$ cat src/rtl/beat_gate_pkg.sv
// Shared types, constants and helpers for the beat gating controller.
package beat_gate_pkg;

  typedef enum logic [0:0] {ST_CAL, ST_RUN} beat_gate_state_t;

  localparam int unsigned BEAT_CNT_W = 16;

  function automatic int unsigned ms_to_cycles(input int unsigned clk_hz, input int unsigned ms);
    return (clk_hz / 1000) * ms;
  endfunction

endpackage

$ cat src/rtl/beat_gate_channel.sv
// One measurement channel: qualifies samples, gates them into single beats
// per loud burst, stretches each beat for the LED and counts beats.
module beat_gate_channel
  import beat_gate_pkg::*;
#(
  parameter int unsigned W           = 16,
  parameter int unsigned SNR_THRESH  = 25,
  parameter int unsigned RMS_FLOOR   = 100,
  parameter int unsigned HOLDOFF_CYC = 200,
  parameter int unsigned PULSE_CYC   = 50
) (
  input  logic                  clk,
  input  logic                  reset,
  input  logic                  run,
  input  logic                  recal,
  input  logic                  clear,
  input  logic                  meas_valid,
  input  logic [W-1:0]          snr_db,
  input  logic [W-1:0]          signal_rms,
  output logic                  beat_pulse,
  output logic                  beat_led,
  output logic [BEAT_CNT_W-1:0] beat_count
);

  localparam int unsigned HO_W  = $clog2(HOLDOFF_CYC + 1);
  localparam int unsigned LED_W = $clog2(PULSE_CYC + 1);

  logic                  qualify;
  logic                  beat;
  logic                  armed;
  logic [HO_W-1:0]       holdoff;
  logic [LED_W-1:0]      led_cnt;
  logic [BEAT_CNT_W-1:0] beat_cnt;

  assign qualify = meas_valid && (snr_db >= W'(SNR_THRESH)) && (signal_rms > W'(RMS_FLOOR));
  // recal takes priority so a beat never lands on the cycle calibration restarts
  assign beat    = run && qualify && armed && (holdoff == '0) && !recal;

  always_ff @(posedge clk or posedge reset) begin
    if (reset) begin
      beat_pulse <= 1'b0;
      armed      <= 1'b1;
      holdoff    <= '0;
      led_cnt    <= '0;
      beat_cnt   <= '0;
    end else if (clear) begin
      beat_pulse <= 1'b0;
      armed      <= 1'b1;
      holdoff    <= '0;
      led_cnt    <= '0;
      beat_cnt   <= '0;
    end else begin
      beat_pulse <= beat;
      if (beat) begin
        armed   <= 1'b0;
        holdoff <= HO_W'(HOLDOFF_CYC);
        led_cnt <= LED_W'(PULSE_CYC);
        if (beat_cnt != '1) beat_cnt <= beat_cnt + BEAT_CNT_W'(1);
      end else begin
        if (run && meas_valid && !qualify) armed <= 1'b1;
        if (holdoff != '0) holdoff <= holdoff - HO_W'(1);
        if (led_cnt != '0) led_cnt <= led_cnt - LED_W'(1);
      end
    end
  end

  assign beat_led   = run && (led_cnt != '0);
  assign beat_count = beat_cnt;

endmodule

$ cat src/rtl/beat_gate_ctrl.sv
// Calibration sequencer and per-channel beat gating for the LED/video consumers.
//   state  | meaning
//   ST_CAL | quiet period for the SNR front end, measurements ignored
//   ST_RUN | measurements qualified into beats
module beat_gate_ctrl
  import beat_gate_pkg::*;
#(
  parameter int unsigned W          = 16,
  parameter int unsigned N_CH       = 2,
  parameter int unsigned CLK_HZ     = 50_000_000,
  parameter int unsigned CAL_MS     = 1000,
  parameter int unsigned SNR_THRESH = 25,
  parameter int unsigned RMS_FLOOR  = 100,
  parameter int unsigned HOLDOFF_MS = 200,
  parameter int unsigned PULSE_MS   = 50
) (
  input  logic                         clk,
  input  logic                         reset,
  input  logic                         recal_req,
  input  logic [N_CH*W-1:0]            snr_db,
  input  logic [N_CH*W-1:0]            signal_rms,
  input  logic [N_CH-1:0]              meas_valid,
  output logic                         quiet_period,
  output logic                         calibration_done,
  output logic [N_CH-1:0]              beat_pulse,
  output logic [N_CH-1:0]              beat_led,
  output logic [N_CH*BEAT_CNT_W-1:0]   beat_count
);

  localparam int unsigned CAL_CYC     = ms_to_cycles(CLK_HZ, CAL_MS);
  localparam int unsigned HOLDOFF_CYC = ms_to_cycles(CLK_HZ, HOLDOFF_MS);
  localparam int unsigned PULSE_CYC   = ms_to_cycles(CLK_HZ, PULSE_MS);
  localparam int unsigned CAL_W       = $clog2(CAL_CYC + 1);

  beat_gate_state_t state, state_nxt;
  logic [CAL_W-1:0] cal_cnt;
  logic             cal_last;
  logic             cal_exit;
  logic             run;

  assign cal_last = (cal_cnt == CAL_W'(CAL_CYC - 1));

  always_ff @(posedge clk or posedge reset) begin
    if (reset) state <= ST_CAL;
    else       state <= state_nxt;
  end

  always_comb begin
    state_nxt = state;
    case (state)
      ST_CAL:  if (!recal_req && cal_last) state_nxt = ST_RUN;
      ST_RUN:  if (recal_req) state_nxt = ST_CAL;
      default: state_nxt = ST_CAL;
    endcase
  end

  always_comb begin
    quiet_period = 1'b0;
    run          = 1'b0;
    cal_exit     = 1'b0;
    case (state)
      ST_CAL: begin
        quiet_period = 1'b1;
        cal_exit     = !recal_req && cal_last;
      end
      ST_RUN:  run = 1'b1;
      default: ;
    endcase
  end

  // counter idles at zero in RUN so a recal always starts a full quiet period
  always_ff @(posedge clk or posedge reset) begin
    if (reset) begin
      cal_cnt <= '0;
    end else if (recal_req || (state != ST_CAL) || cal_last) begin
      cal_cnt <= '0;
    end else begin
      cal_cnt <= cal_cnt + CAL_W'(1);
    end
  end

  always_ff @(posedge clk or posedge reset) begin
    if (reset)         calibration_done <= 1'b0;
    else if (cal_exit) calibration_done <= 1'b1;
  end

  for (genvar i = 0; i < N_CH; i++) begin : g_ch
    beat_gate_channel #(
      .W          (W),
      .SNR_THRESH (SNR_THRESH),
      .RMS_FLOOR  (RMS_FLOOR),
      .HOLDOFF_CYC(HOLDOFF_CYC),
      .PULSE_CYC  (PULSE_CYC)
    ) u_ch (
      .clk        (clk),
      .reset      (reset),
      .run        (run),
      .recal      (recal_req),
      .clear      (cal_exit),
      .meas_valid (meas_valid[i]),
      .snr_db     (snr_db[i*W +: W]),
      .signal_rms (signal_rms[i*W +: W]),
      .beat_pulse (beat_pulse[i]),
      .beat_led   (beat_led[i]),
      .beat_count (beat_count[i*BEAT_CNT_W +: BEAT_CNT_W])
    );
  end

endmodule
$ cat config.mk
export PLATFORM = sky130hd
export DESIGN_NAME = beat_gate_ctrl
export DESIGN_NICKNAME = d
export VERILOG_FILES = /design/src/rtl/beat_gate_pkg.sv /design/src/rtl/beat_gate_channel.sv /design/src/rtl/beat_gate_ctrl.sv
export SDC_FILE = /design/constraint.sdc
export NUM_CORES = 1
export LEC_CHECK = 0
export BUFFER_PORTS_ARGS = -buffer_cell sky130_fd_sc_hd__buf_2
export CORE_MARGIN = 2
export CORE_UTILIZATION = 35
export DETAILED_ROUTE_END_ITERATION = 10
export PLACE_DENSITY_LB_ADDON = 0.3
export SKIP_CTS_REPAIR_TIMING = 1
export SLEW_MARGIN = 25
export SYNTH_ARGS = -nofsm -noshare
export SYNTH_HDL_FRONTEND = slang
export SYNTH_SLANG_ARGS = --single-unit
$ cat constraint.sdc
create_clock -name clk -period 4.2 [get_ports clk]
set_input_delay 0.21 -clock clk [delete_from_list [all_inputs] [get_ports clk]]
set_output_delay 0.21 -clock clk [all_outputs]
set_load 0.01 [all_outputs]
## Word-level counts from Yosys, hierarchy flattened

Cells that the tools add are included.
Widths: inputs -> output; s select.

- Register bits after elaboration: 156
- Input bits: 69
- Output and inout port bits: 38
- Word-level logic and storage cells: 103

- Add/sub/neg operators: 7
- Magnitude comparators: 4
- Equal/unequal tests: 3
- Mux-type cells: 33
- Bitwise operators: 1
- Reductions and logical operators: 42

Operators with widths:

| cell | count |
|---|---|
| $mux 24 | 6 |
| $mux 22 | 6 |
| $mux 16 | 6 |
| $logic_not 24->1 | 2 |
| $reduce_bool 24->1 | 2 |
| $sub 24x1->24 const B | 2 |
| $reduce_bool 22->1 | 2 |
| $sub 22x1->22 const B | 2 |
| $add 16x1->16 const B | 2 |
| $ge 16x5->1 const B | 2 |
| $gt 16x7->1 const B | 2 |
| $ne 16x16->1 const B | 2 |
| $add 26x1->26 const B | 1 |
| $eq 26x26->1 const B | 1 |
| $mux 26 | 1 |
| $logic_and 1x1->1 | 19 |
| $reduce_bool 3->1 | 6 |
| $mux 1 | 13 |
| $reduce_bool 2->1 | 4 |
| $reduce_and 2->1 | 2 |
| $logic_not 1->1 | 3 |
| $logic_or 1x1->1 | 2 |
| $pmux 1 s2 | 1 |
| $not 1->1 | 1 |

## Depth between registers and ports, before layout

Gate-level depths: netlist of the first run.

- Word-level depth: 9
- Gate-level depth with buffers: 10
- Mapped depth without buffers: 8

## By module

Synthesis of the first run repeated with hierarchy kept, for this count alone.

- Cell total of the unflattened synthesis: 909
- Area, all modules: 8,304.2 sq um

By module, submodules not included:

| module | instances | cells an instance | area an instance (sq um) | seq. area each (sq um) |
|---|---|---|---|---|
| beat_gate_channel | 2 | 380 | 3,445.8 | 1,602.8 |
| beat_gate_ctrl | 1 | 149 | 1,412.6 | 700.7 |

## Worst setup path after synthesis of the first run

Ideal clock, no wire load.

- Path type: register to register
- Start: register g_ch[0].u_ch.holdoff[2]
- End: register g_ch[0].u_ch.beat_cnt[7]
- Library setup time: 0.078 ns
- Arrival: 2.350 ns
- Data required time: 4.122 ns
- Path slack: 1.772 ns
- Cell stages (with the launch flop): 9
- Path buffers: 2
- Period minus slack after synthesis: 2.428 ns
- Path through: dfrtp_1 > nor4_4 > nand3_2 > or3_1 > buf_2 > or3_4 > buf_6 > or3_1 > a21oi_1

- Cells in the longest elaborated chain, start to end: 5

RTL lines:

| what | line | text |
|---|---|---|
| start: declaration | beat_gate_channel.sv:31 | `logic [HO_W-1:0] holdoff;` |
| start signal: assignment | beat_gate_channel.sv:56 | `holdoff <= HO_W'(HOLDOFF_CYC);` |
| start signal: assignment | beat_gate_channel.sv:61 | `if (holdoff != '0) holdoff <= holdoff - HO_W'(1);` |
| $logic_not 24->1 | beat_gate_channel.sv:37 | `assign beat = run && qualify && armed && (holdoff == '0) && !recal;` |
| $logic_and 1x1->1 (2 in series) | beat_gate_channel.sv:37 |  |
| $reduce_bool 2->1 (no line) | -- |  |
| $reduce_and 2->1 (no line) | -- |  |
| end signal: assignment | beat_gate_channel.sv:58 | `if (beat_cnt != '1) beat_cnt <= beat_cnt + BEAT_CNT_W'(1);` |
| end: declaration | beat_gate_channel.sv:33 | `logic [BEAT_CNT_W-1:0] beat_cnt;` |

No other way between the ends.
A chain may end at the register's enable or synchronous reset.

## Final worst setup path of the first run

- Start: register g_ch[0].u_ch.led_cnt[0]
- End: output beat_led[0]

- Cells in the longest elaborated chain, start to end: 2

RTL lines:

| what | line | text |
|---|---|---|
| start: declaration | beat_gate_channel.sv:32 | `logic [LED_W-1:0] led_cnt;` |
| start signal: assignment | beat_gate_channel.sv:57 | `led_cnt <= LED_W'(PULSE_CYC);` |
| start signal: assignment | beat_gate_channel.sv:62 | `if (led_cnt != '0) led_cnt <= led_cnt - LED_W'(1);` |
| $reduce_bool 22->1 | beat_gate_channel.sv:67 | `assign beat_led = run && (led_cnt != '0);` |
| $logic_and 1x1->1 | beat_gate_channel.sv:67 |  |
| end: declaration | beat_gate_ctrl.sv:26 | `output logic [N_CH-1:0] beat_led,` |

No other way between the ends.

==> flow_summary.html, run 1 <==
<table>
<tr><th>Metric</th><th>Value</th></tr>
<tr><th colspan="2">Yosys</th></tr>
<tr><td>Post-synthesis instance area</td><td>8224 sq um</td></tr>
<tr><td>Fraction of post-synthesis cell area in the top cell type by area</td><td>46.86%</td></tr>
<tr><td>Synthesized netlist cell count</td><td>910</td></tr>
<tr><td>Largest cells by area after synthesis</td><td>sky130_fd_sc_hd__dfrtp_1, sky130_fd_sc_hd__nor2_1, sky130_fd_sc_hd__xor2_1</td></tr>
<tr><td>Proportion of synthesized chip area in sequential cells</td><td>47.50%</td></tr>
<tr><td>Dominant register cell in the synthesized netlist</td><td>sky130_fd_sc_hd__dfrtp_1</td></tr>
<tr><td>Yosys synthesis warning count</td><td>0</td></tr>
<tr><td>Share of flip-flops with an asynchronous set or reset after synthesis</td><td>100.0%</td></tr>
<tr><td>Number of unique standard cell types used by synthesis</td><td>51</td></tr>
<tr><td>Area leader, netlist</td><td>sky130_fd_sc_hd__dfrtp_1</td></tr>
<tr><td>Number of flops mapped to enable cells by yosys</td><td>0</td></tr>
<tr><td>Syn Nets</td><td>986</td></tr>
<tr><td>Synthesized flop and latch total</td><td>156</td></tr>
<tr><td>Per-instance average area after synthesis</td><td>9.038 sq um</td></tr>
<tr><th colspan="2">Setup path</th></tr>
<tr><td>Destination of the critical timing path</td><td>beat_led[0]</td></tr>
<tr><td>Slowest-stage cell, CP</td><td>sky130_fd_sc_hd__nor2_1</td></tr>
<tr><td>Category of cells accounting for the largest share of critical-path delay</td><td>simple AND/OR/NAND/NOR gates</td></tr>
<tr><td>Type of element launching the critical path</td><td>flip-flop</td></tr>
<tr><td>Type of element capturing the critical path</td><td>output port</td></tr>
<tr><td>Cell count along the critical path</td><td>7</td></tr>
<tr><td>Crit path largest cell delay</td><td>0.70 ns</td></tr>
<tr><td>Reg2Reg Setup Slack</td><td>1.28 ns</td></tr>
<tr><td>Critical path class</td><td>flip-flop to output port</td></tr>
<tr><td>Worst r2r path cells</td><td>6</td></tr>
<tr><td>Origin of the worst setup path</td><td>g_ch[0].u_ch.led_cnt[0]</td></tr>
<tr><td>Startpoint of the most critical register-to-register path</td><td>g_ch[1].u_ch.holdoff[16]</td></tr>
<tr><td>FF-to-FF End</td><td>g_ch[1].u_ch.beat_count[3]</td></tr>
<tr><td>Data arrival time of the critical path</td><td>2.85 ns</td></tr>
<tr><td>Required @ worst endpoint</td><td>3.99 ns</td></tr>
<tr><td>Cell chain of the critical path</td><td>inv_1, ha_1, nor4b_1, nand4_1, nor2_1, nor2_1, buf_2</td></tr>
<tr><td>Critical path's most frequent cell</td><td>sky130_fd_sc_hd__nor2_1</td></tr>
<tr><td>Buffers and inverters on the worst path</td><td>2</td></tr>
<tr><td>Crit path max fanout</td><td>11</td></tr>
<tr><th colspan="2">Cells and area</th></tr>
<tr><td>Fraction of final layout cells with drive strength greater than 1</td><td>15.98%</td></tr>
<tr><td>Reg area</td><td>3906 sq um</td></tr>
<tr><td>Layout area overhead</td><td>18.27%</td></tr>
<tr><td>Post-layout util</td><td>41.81%</td></tr>
<tr><td>Final Net Count</td><td>1089</td></tr>
<tr><td>Filler cell count in the final layout</td><td>2344</td></tr>
<tr><td>Area of all placed cells without fillers</td><td>9727 sq um</td></tr>
<tr><td>Multi-input logic area</td><td>4116 sq um</td></tr>
<tr><td>Number of antenna diodes</td><td>0</td></tr>
<tr><th colspan="2">Timing</th></tr>
<tr><td>Final worst hold slack</td><td>0.02444 ns</td></tr>
<tr><td>Relative slew slack</td><td>34.87%</td></tr>
<tr><td>Slew @ Worst Pin</td><td>0.9680 ns</td></tr>
<tr><td>Final hold viol count</td><td>0</td></tr>
<tr><td>Final period util</td><td>72.77%</td></tr>
<tr><td>Endpoints failing setup</td><td>0</td></tr>
<tr><td>Unrepaired setup endpoints after global routing</td><td>false</td></tr>
<tr><td>Final Critical Period</td><td>3.056 ns</td></tr>
<tr><td>Worst clock skew on the final layout</td><td>0.01114 ns</td></tr>
<tr><td>Number of pins exceeding their max-slew limit in the final report</td><td>0</td></tr>
<tr><td>Final total negative setup slack</td><td>0 ns</td></tr>
<tr><td>Highest attainable clock frequency</td><td>327.2 MHz</td></tr>
<tr><th colspan="2">Floorplan</th></tr>
<tr><td>DIE WIDTH</td><td>157.3 um</td></tr>
<tr><td>Initial Utilization</td><td>35.35%</td></tr>
<tr><td>Floorplan row count</td><td>56</td></tr>
<tr><td>Core area</td><td>23260 sq um</td></tr>
<tr><td>Number of top-level design ports</td><td>107</td></tr>
<tr><td>Area enclosed by the die boundary</td><td>24740 sq um</td></tr>
<tr><td>Vert. Die Dim</td><td>157.3 um</td></tr>
<tr><th colspan="2">Clock network</th></tr>
<tr><td>Largest buffer count on any clock path</td><td>2</td></tr>
<tr><td>Source-to-sink clock delay at the later pin of the worst-skew pair</td><td>0.43 ns</td></tr>
<tr><td>Clock-pin transition on the worst setup and hold timing paths</td><td>0.06 ns</td></tr>
<tr><td>Sink count of the clock tree</td><td>156</td></tr>
<tr><td>Root Buffer Master</td><td>sky130_fd_sc_hd__clkbuf_16</td></tr>
<tr><td>Clock buffer count from CTS</td><td>17</td></tr>
<tr><td>CTS tree</td><td>built</td></tr>
<tr><td>Number of levels the H-tree was split into</td><td>4</td></tr>
<tr><th colspan="2">Routing</th></tr>
<tr><td>Drt total wl</td><td>19.74 mm</td></tr>
<tr><td>Number of remaining DRC errors</td><td>0</td></tr>
<tr><td>Avg Vias per Cell</td><td>5.103</td></tr>
<tr><td>DR vias</td><td>6863</td></tr>
<tr><td>Antenna-violating nets left</td><td>0</td></tr>
<tr><td>WL per Instance</td><td>14.67 um</td></tr>
<tr><td>1st-pass router iterations</td><td>4</td></tr>
<tr><td>Initial DRC Count</td><td>411</td></tr>
<tr><th colspan="2">Power and ir drop</th></tr>
<tr><td>Total design power</td><td>4.293 mW</td></tr>
<tr><td>Peak supply drop</td><td>0.1900 mV</td></tr>
<tr><td>Pwr dens</td><td>441.3 nW/um^2</td></tr>
<tr><td>Standby leakage power</td><td>4.135 nW</td></tr>
<tr><th colspan="2">Run status</th></tr>
<tr><td>Outcome</td><td>completed</td></tr>
<tr><th colspan="2">Global routing</th></tr>
<tr><td>Vias in the first global route</td><td>6438</td></tr>
<tr><td>Antenna violations before repair</td><td>0</td></tr>
<tr><td>All-Layer GR Usage</td><td>16.60%</td></tr>
<tr><td>Global-route wire length before repair</td><td>32.57 mm</td></tr>
<tr><td>Overall overflow remaining after global route</td><td>0</td></tr>
<tr><td>Maximum number of pins on one net before global-route repair</td><td>65</td></tr>
<tr><th colspan="2">Worst hold path</th></tr>
<tr><td>Path category of the worst min-delay check</td><td>primary input to flip-flop</td></tr>
<tr><th colspan="2">Run</th></tr>
<tr><td>Number of max-cap violations</td><td>0</td></tr>
<tr><th colspan="2">Place</th></tr>
<tr><td>Placer Congestion</td><td>0.8362</td></tr>
<tr><td>Total of buffers placed on input and output ports</td><td>106</td></tr>
<tr><td>Placement-stage cell area</td><td>9092 sq um</td></tr>
<tr><td>Half-perimeter wire length after placement</td><td>13.85 mm</td></tr>
</table>
cell type report:
type,count,share of cell area [%]
well taps,319,4.103
multi-input cells,705,42.32
flip-flops and latches,156,40.16
inverters,17,0.6946
clock buffers,18,4.515
repair buffers,116,6.586
clock inverters,14,1.621
cell usage in the layout (no fill, tap or decap), types with 7 or more instances in the layout:
cell type,n
sky130_fd_sc_hd__nor2_1,155
sky130_fd_sc_hd__dfrtp_1,154
sky130_fd_sc_hd__buf_2,106
sky130_fd_sc_hd__nand2_1,72
sky130_fd_sc_hd__xor2_1,55
sky130_fd_sc_hd__nand3_1,50
sky130_fd_sc_hd__xnor2_1,49
sky130_fd_sc_hd__nor3_1,45
sky130_fd_sc_hd__a21oi_1,38
sky130_fd_sc_hd__nor4_1,36
sky130_fd_sc_hd__or3_1,30
sky130_fd_sc_hd__o21ai_0,26
sky130_fd_sc_hd__nand4_1,24
sky130_fd_sc_hd__clkbuf_16,17
sky130_fd_sc_hd__inv_1,16
sky130_fd_sc_hd__or4_1,15
sky130_fd_sc_hd__and3_1,14
sky130_fd_sc_hd__o21ai_1,8
sky130_fd_sc_hd__nand4b_1,7
sky130_fd_sc_hd__o31ai_1,7
sky130_fd_sc_hd__ha_1,7
sky130_fd_sc_hd__buf_4,7
synth_stat cells, types with 8 or more instances:
cell,instances
sky130_fd_sc_hd__nor2_1,156
sky130_fd_sc_hd__dfrtp_1,154
sky130_fd_sc_hd__nand2_1,72
sky130_fd_sc_hd__xor2_1,55
sky130_fd_sc_hd__nand3_1,50
sky130_fd_sc_hd__xnor2_1,49
sky130_fd_sc_hd__nor3_1,45
sky130_fd_sc_hd__a21oi_1,38
sky130_fd_sc_hd__nor4_1,36
sky130_fd_sc_hd__or3_1,30
sky130_fd_sc_hd__o21ai_0,26
sky130_fd_sc_hd__clkbuf_1,24
sky130_fd_sc_hd__nand4_1,24
sky130_fd_sc_hd__inv_1,17
sky130_fd_sc_hd__or4_1,15
sky130_fd_sc_hd__and3_1,14
sky130_fd_sc_hd__o21ai_1,8
layer usage:
metal	global-route usage (%)	wire length (um)
met1	22.41	9237
met2	26.64	9493
met3	3.855	846
met4	4.805	158
met5	0	0
registers in the layout, summed over array words and instances (netlist names):
| register | flops |
|---|---|
| cal_cnt | 26 |
| calibration_done | 1 |
| g_ch.u_ch.armed | 2 |
| g_ch.u_ch.beat_count | 32 |
| g_ch.u_ch.beat_pulse | 2 |
| g_ch.u_ch.holdoff | 48 |
| g_ch.u_ch.led_cnt | 44 |
| state | 1 |
through the flow:
step / std cells / worst slack [ns]
finish: 1345 / 1.144
detailed placement: 1311 / 1.322
global placement: 1311 / 1.327
CTS: 1343 / 1.100
global route: 1345 / 0.8286
floorplan: 910 / 1.772
where the power goes:
| group | internal, mW | total, mW | switching [mW] |
|---|---|---|---|
| Combinational | 0.328 | 0.672 | 0.344 |
| Clock | 0.903 | 1.56 | 0.658 |
| Sequential | 1.76 | 2.06 | 0.297 |
| Total | 2.99 | 4.29 | 1.30 |
worst min-delay path by stage:
stage | from | to | slack [ns] | cells after the start
2_1_floorplan | recal_req | state | 0.27 | 1
3_3_place_gp | calibration_done | calibration_done | 0.45 | 1
3_5_place_dp | calibration_done | calibration_done | 0.45 | 1
4_1_cts | recal_req | state | 0.007 | 2
5_1_grt | recal_req | state | 0.02 | 2
6_report | recal_req | state | 0.02 | 2
cell families (layout without fill, tap and decap cells):
kind of cell,count (synthesis),count (layout),share of synthesized area [%]
mux,5,5,0.6086
fa+ha+maj,7,7,1.065
flops,156,156,47.50
buf+inv,49,165,2.541
xor+xnor,104,104,11.08
compound gates,98,98,6.770
simple gates,491,491,30.44
(Power assumes the default switching activity.)
==> run 2, diff against run 1 <==
- clock period: 4.2 -> 2.5 ns (I/O delays scaled with it)
==> run 2 against run 1 <==
Net effect: the flow now finishes with violations (negative hold slack); clock skew is 0.0012 ns lower; via count is 2.8% higher; setup slack worse by 1.1 ns; first-iteration DRC count shrank 11%; register-to-register slack got worse by 1.2 ns; non-clock buffer count up 59; combinational power up 95%.
==> flow_summary.html, run 2 (same netlist as run 1, synthesis figures left out) <==
<table>
<tr><th>Metric</th><th>Value</th></tr>
<tr><th colspan="2">Power and ir drop</th></tr>
<tr><td>Standby leakage power</td><td>4.408 nW</td></tr>
<tr><td>Sequential fraction of design power</td><td>48.0%</td></tr>
<tr><td>Sw Ratio</td><td>31.41%</td></tr>
<tr><td>Pwr dens</td><td>697.0 nW/um^2</td></tr>
<tr><td>Cell-internal power</td><td>4.922 mW</td></tr>
<tr><td>Peak supply drop</td><td>0.4368 mV</td></tr>
<tr><td>Proportion of power drawn by combinational gates</td><td>18.2%</td></tr>
<tr><td>Part of the total power dissipated in the clock network</td><td>33.7%</td></tr>
<tr><td>Switching power summed over all nets</td><td>2.254 mW</td></tr>
<tr><td>Total design power</td><td>7.176 mW</td></tr>
<tr><th colspan="2">Setup path</th></tr>
<tr><td>Crit path max fanout</td><td>6</td></tr>
<tr><td>Required @ worst endpoint</td><td>2.86 ns</td></tr>
<tr><td>Critical path class</td><td>flip-flop to flip-flop</td></tr>
<tr><td>Data arrival time of the critical path</td><td>2.79 ns</td></tr>
<tr><td>Type of element launching the critical path</td><td>flip-flop</td></tr>
<tr><td>Type of element capturing the critical path</td><td>flip-flop</td></tr>
<tr><th colspan="2">Timing</th></tr>
<tr><td>Endpoints failing setup</td><td>0</td></tr>
<tr><td>Final period util</td><td>97.07%</td></tr>
<tr><td>Final hold viol count</td><td>49</td></tr>
<tr><td>Final worst hold slack</td><td>-0.07408 ns</td></tr>
<tr><td>Final Critical Period</td><td>2.427 ns</td></tr>
<tr><td>Unrepaired setup endpoints after global routing</td><td>true</td></tr>
<tr><td>Worst clock skew on the final layout</td><td>0.009946 ns</td></tr>
<tr><td>Number of pins exceeding their max-slew limit in the final report</td><td>0</td></tr>
<tr><td>Relative slew slack</td><td>41.19%</td></tr>
<tr><td>Slew @ Worst Pin</td><td>0.8821 ns</td></tr>
<tr><td>Highest attainable clock frequency</td><td>412.1 MHz</td></tr>
<tr><th colspan="2">Routing</th></tr>
<tr><td>WL per Instance</td><td>14.30 um</td></tr>
<tr><td>Number of remaining DRC errors</td><td>0</td></tr>
<tr><td>1st-pass router iterations</td><td>4</td></tr>
<tr><td>Initial DRC Count</td><td>367</td></tr>
<tr><td>DR vias</td><td>7057</td></tr>
<tr><td>Drt total wl</td><td>20.11 mm</td></tr>
<tr><td>Avg Vias per Cell</td><td>5.019</td></tr>
<tr><td>Antenna-violating nets left</td><td>0</td></tr>
<tr><th colspan="2">Cells and area</th></tr>
<tr><td>Filler cell count in the final layout</td><td>2311</td></tr>
<tr><td>Layout area overhead</td><td>25.18%</td></tr>
<tr><td>Largest register by flop count</td><td>g_ch.u_ch.holdoff</td></tr>
<tr><td>Fraction of final layout cells with drive strength greater than 1</td><td>22.17%</td></tr>
<tr><td>Largest register FFs</td><td>48</td></tr>
<tr><td>Number of antenna diodes</td><td>0</td></tr>
<tr><td>Final Net Count</td><td>1150</td></tr>
<tr><td>Most frequent cells in the layout</td><td>sky130_fd_sc_hd__nor2_1, sky130_fd_sc_hd__dfrtp_1, sky130_fd_sc_hd__buf_2</td></tr>
<tr><th colspan="2">Floorplan</th></tr>
<tr><td>Number of top-level design ports</td><td>107</td></tr>
<tr><td>Vert. Die Dim</td><td>157.3 um</td></tr>
<tr><td>Core area</td><td>23260 sq um</td></tr>
<tr><td>Area enclosed by the die boundary</td><td>24740 sq um</td></tr>
<tr><td>Initial Utilization</td><td>35.35%</td></tr>
<tr><td>DIE WIDTH</td><td>157.3 um</td></tr>
<tr><td>Floorplan row count</td><td>56</td></tr>
<tr><th colspan="2">Clock network</th></tr>
<tr><td>Clock buffer count from CTS</td><td>17</td></tr>
<tr><td>Source-to-sink clock delay at the later pin of the worst-skew pair</td><td>0.43 ns</td></tr>
<tr><td>Sink count of the clock tree</td><td>156</td></tr>
<tr><td>Root Buffer Master</td><td>sky130_fd_sc_hd__clkbuf_16</td></tr>
<tr><td>Number of levels the H-tree was split into</td><td>4</td></tr>
<tr><td>Clock-pin transition on the worst setup and hold timing paths</td><td>0.07 ns</td></tr>
<tr><td>Largest buffer count on any clock path</td><td>2</td></tr>
<tr><td>CTS tree</td><td>built</td></tr>
<tr><th colspan="2">Place</th></tr>
<tr><td>Total of buffers placed on input and output ports</td><td>106</td></tr>
<tr><td>Half-perimeter wire length after placement</td><td>13.83 mm</td></tr>
<tr><td>Placer Congestion</td><td>0.7972</td></tr>
<tr><th colspan="2">Global routing</th></tr>
<tr><td>Global-route wire length before repair</td><td>33.06 mm</td></tr>
<tr><td>Overall overflow remaining after global route</td><td>0</td></tr>
<tr><td>Antenna violations before repair</td><td>0</td></tr>
<tr><td>Maximum number of pins on one net before global-route repair</td><td>157</td></tr>
<tr><td>All-Layer GR Usage</td><td>16.69%</td></tr>
<tr><td>Vias in the first global route</td><td>6645</td></tr>
<tr><th colspan="2">Run status</th></tr>
<tr><td>Outcome</td><td>complete, but fails checks</td></tr>
<tr><td>Violated checks</td><td>negative hold slack</td></tr>
<tr><th colspan="2">Worst hold path</th></tr>
<tr><td>Path category of the worst min-delay check</td><td>primary input to async pin</td></tr>
<tr><th colspan="2">Run</th></tr>
<tr><td>Number of max-cap violations</td><td>0</td></tr>
</table>
-- run 2: worst paths after layout --
kind | slack (ns) | end | cells after the start | start
max | 0.07 | g_ch[0].u_ch.beat_count[10] | 7 | g_ch[0].u_ch.holdoff[5]
min | -0.07 | g_ch[0].u_ch.led_cnt[2] | 3 | reset
max reg2reg | 0.07 | g_ch[0].u_ch.beat_count[10] | 7 | g_ch[0].u_ch.holdoff[5]
min reg2reg | 0.46 | calibration_done | 1 | calibration_done
max in group asynchronous | 1.92 | g_ch[1].u_ch.holdoff[7] | 3 | reset
min in group clk | 0.07 | g_ch[1].u_ch.beat_pulse | 5 | signal_rms[22]
-- run 2: metal layers --
| layer | vias to the layer above | track usage (%) | wire [um] |
|---|---|---|---|
| met2 | 84 | 27.10 | 9540 |
| met1 | 3411 | 22.70 | 9626 |
| li1 | 3545 | - | - |
| met4 | 0 | 4.329 | 194 |
| met5 | - | 0 | 0 |
| met3 | 17 | 3.497 | 748 |
-- run 2: layout make-up --
type | count | area, sq um | share of cell area (%)
Multi-Input combinational cell | 707 | 4260 | 41.38
Sequential cell | 156 | 3906 | 37.94
Timing Repair Buffer | 175 | 1119 | 10.87
Clock buffer | 19 | 432.9 | 4.205
Tap cell | 319 | 399.1 | 3.877
Clock inverter | 13 | 110.1 | 1.070
Inverter | 17 | 67.56 | 0.6563
-- run 2: worst max-delay path, cell delays in order, from the launching register on --
cell	delay (ns)
sky130_fd_sc_hd__dfrtp_1	0.42
sky130_fd_sc_hd__nor4_4	0.31
sky130_fd_sc_hd__buf_4	0.16
sky130_fd_sc_hd__nand3_2	0.09
sky130_fd_sc_hd__or3_4	0.38
sky130_fd_sc_hd__or3_4	0.43
sky130_fd_sc_hd__or4_1	0.43
sky130_fd_sc_hd__a21oi_2	0.14
-- run 2: stage by stage --
step	cell area (sq um)	setup WS [ns]	instances	utilization (%)	setup TNS [ns]
finish	10290	0.07323	1406	44.26	0
global route	10290	-0.03300	1406	44.26	-0.06949
CTS	10080	-0.03901	1396	43.35	-0.06392
detailed placement	9540	-0.007994	1364	41.01	-0.007994
global placement	9540	0.02041	1364	41.01	0
floorplan	8228	0.07180	910	-	0
-- run 2: power groups by stage --
| stage | registers, mW | clock network, mW | logic, mW |
|---|---|---|---|
| floorplan | 3.38 | 0 | 0.909 |
| CTS | 3.41 | 2.51 | 1.26 |
| finish | 3.45 | 2.42 | 1.31 |
| detailed placement | 3.45 | 0 | 1.25 |
| global placement | 3.44 | 0 | 1.22 |
| global route | 3.53 | 2.61 | 1.50 |
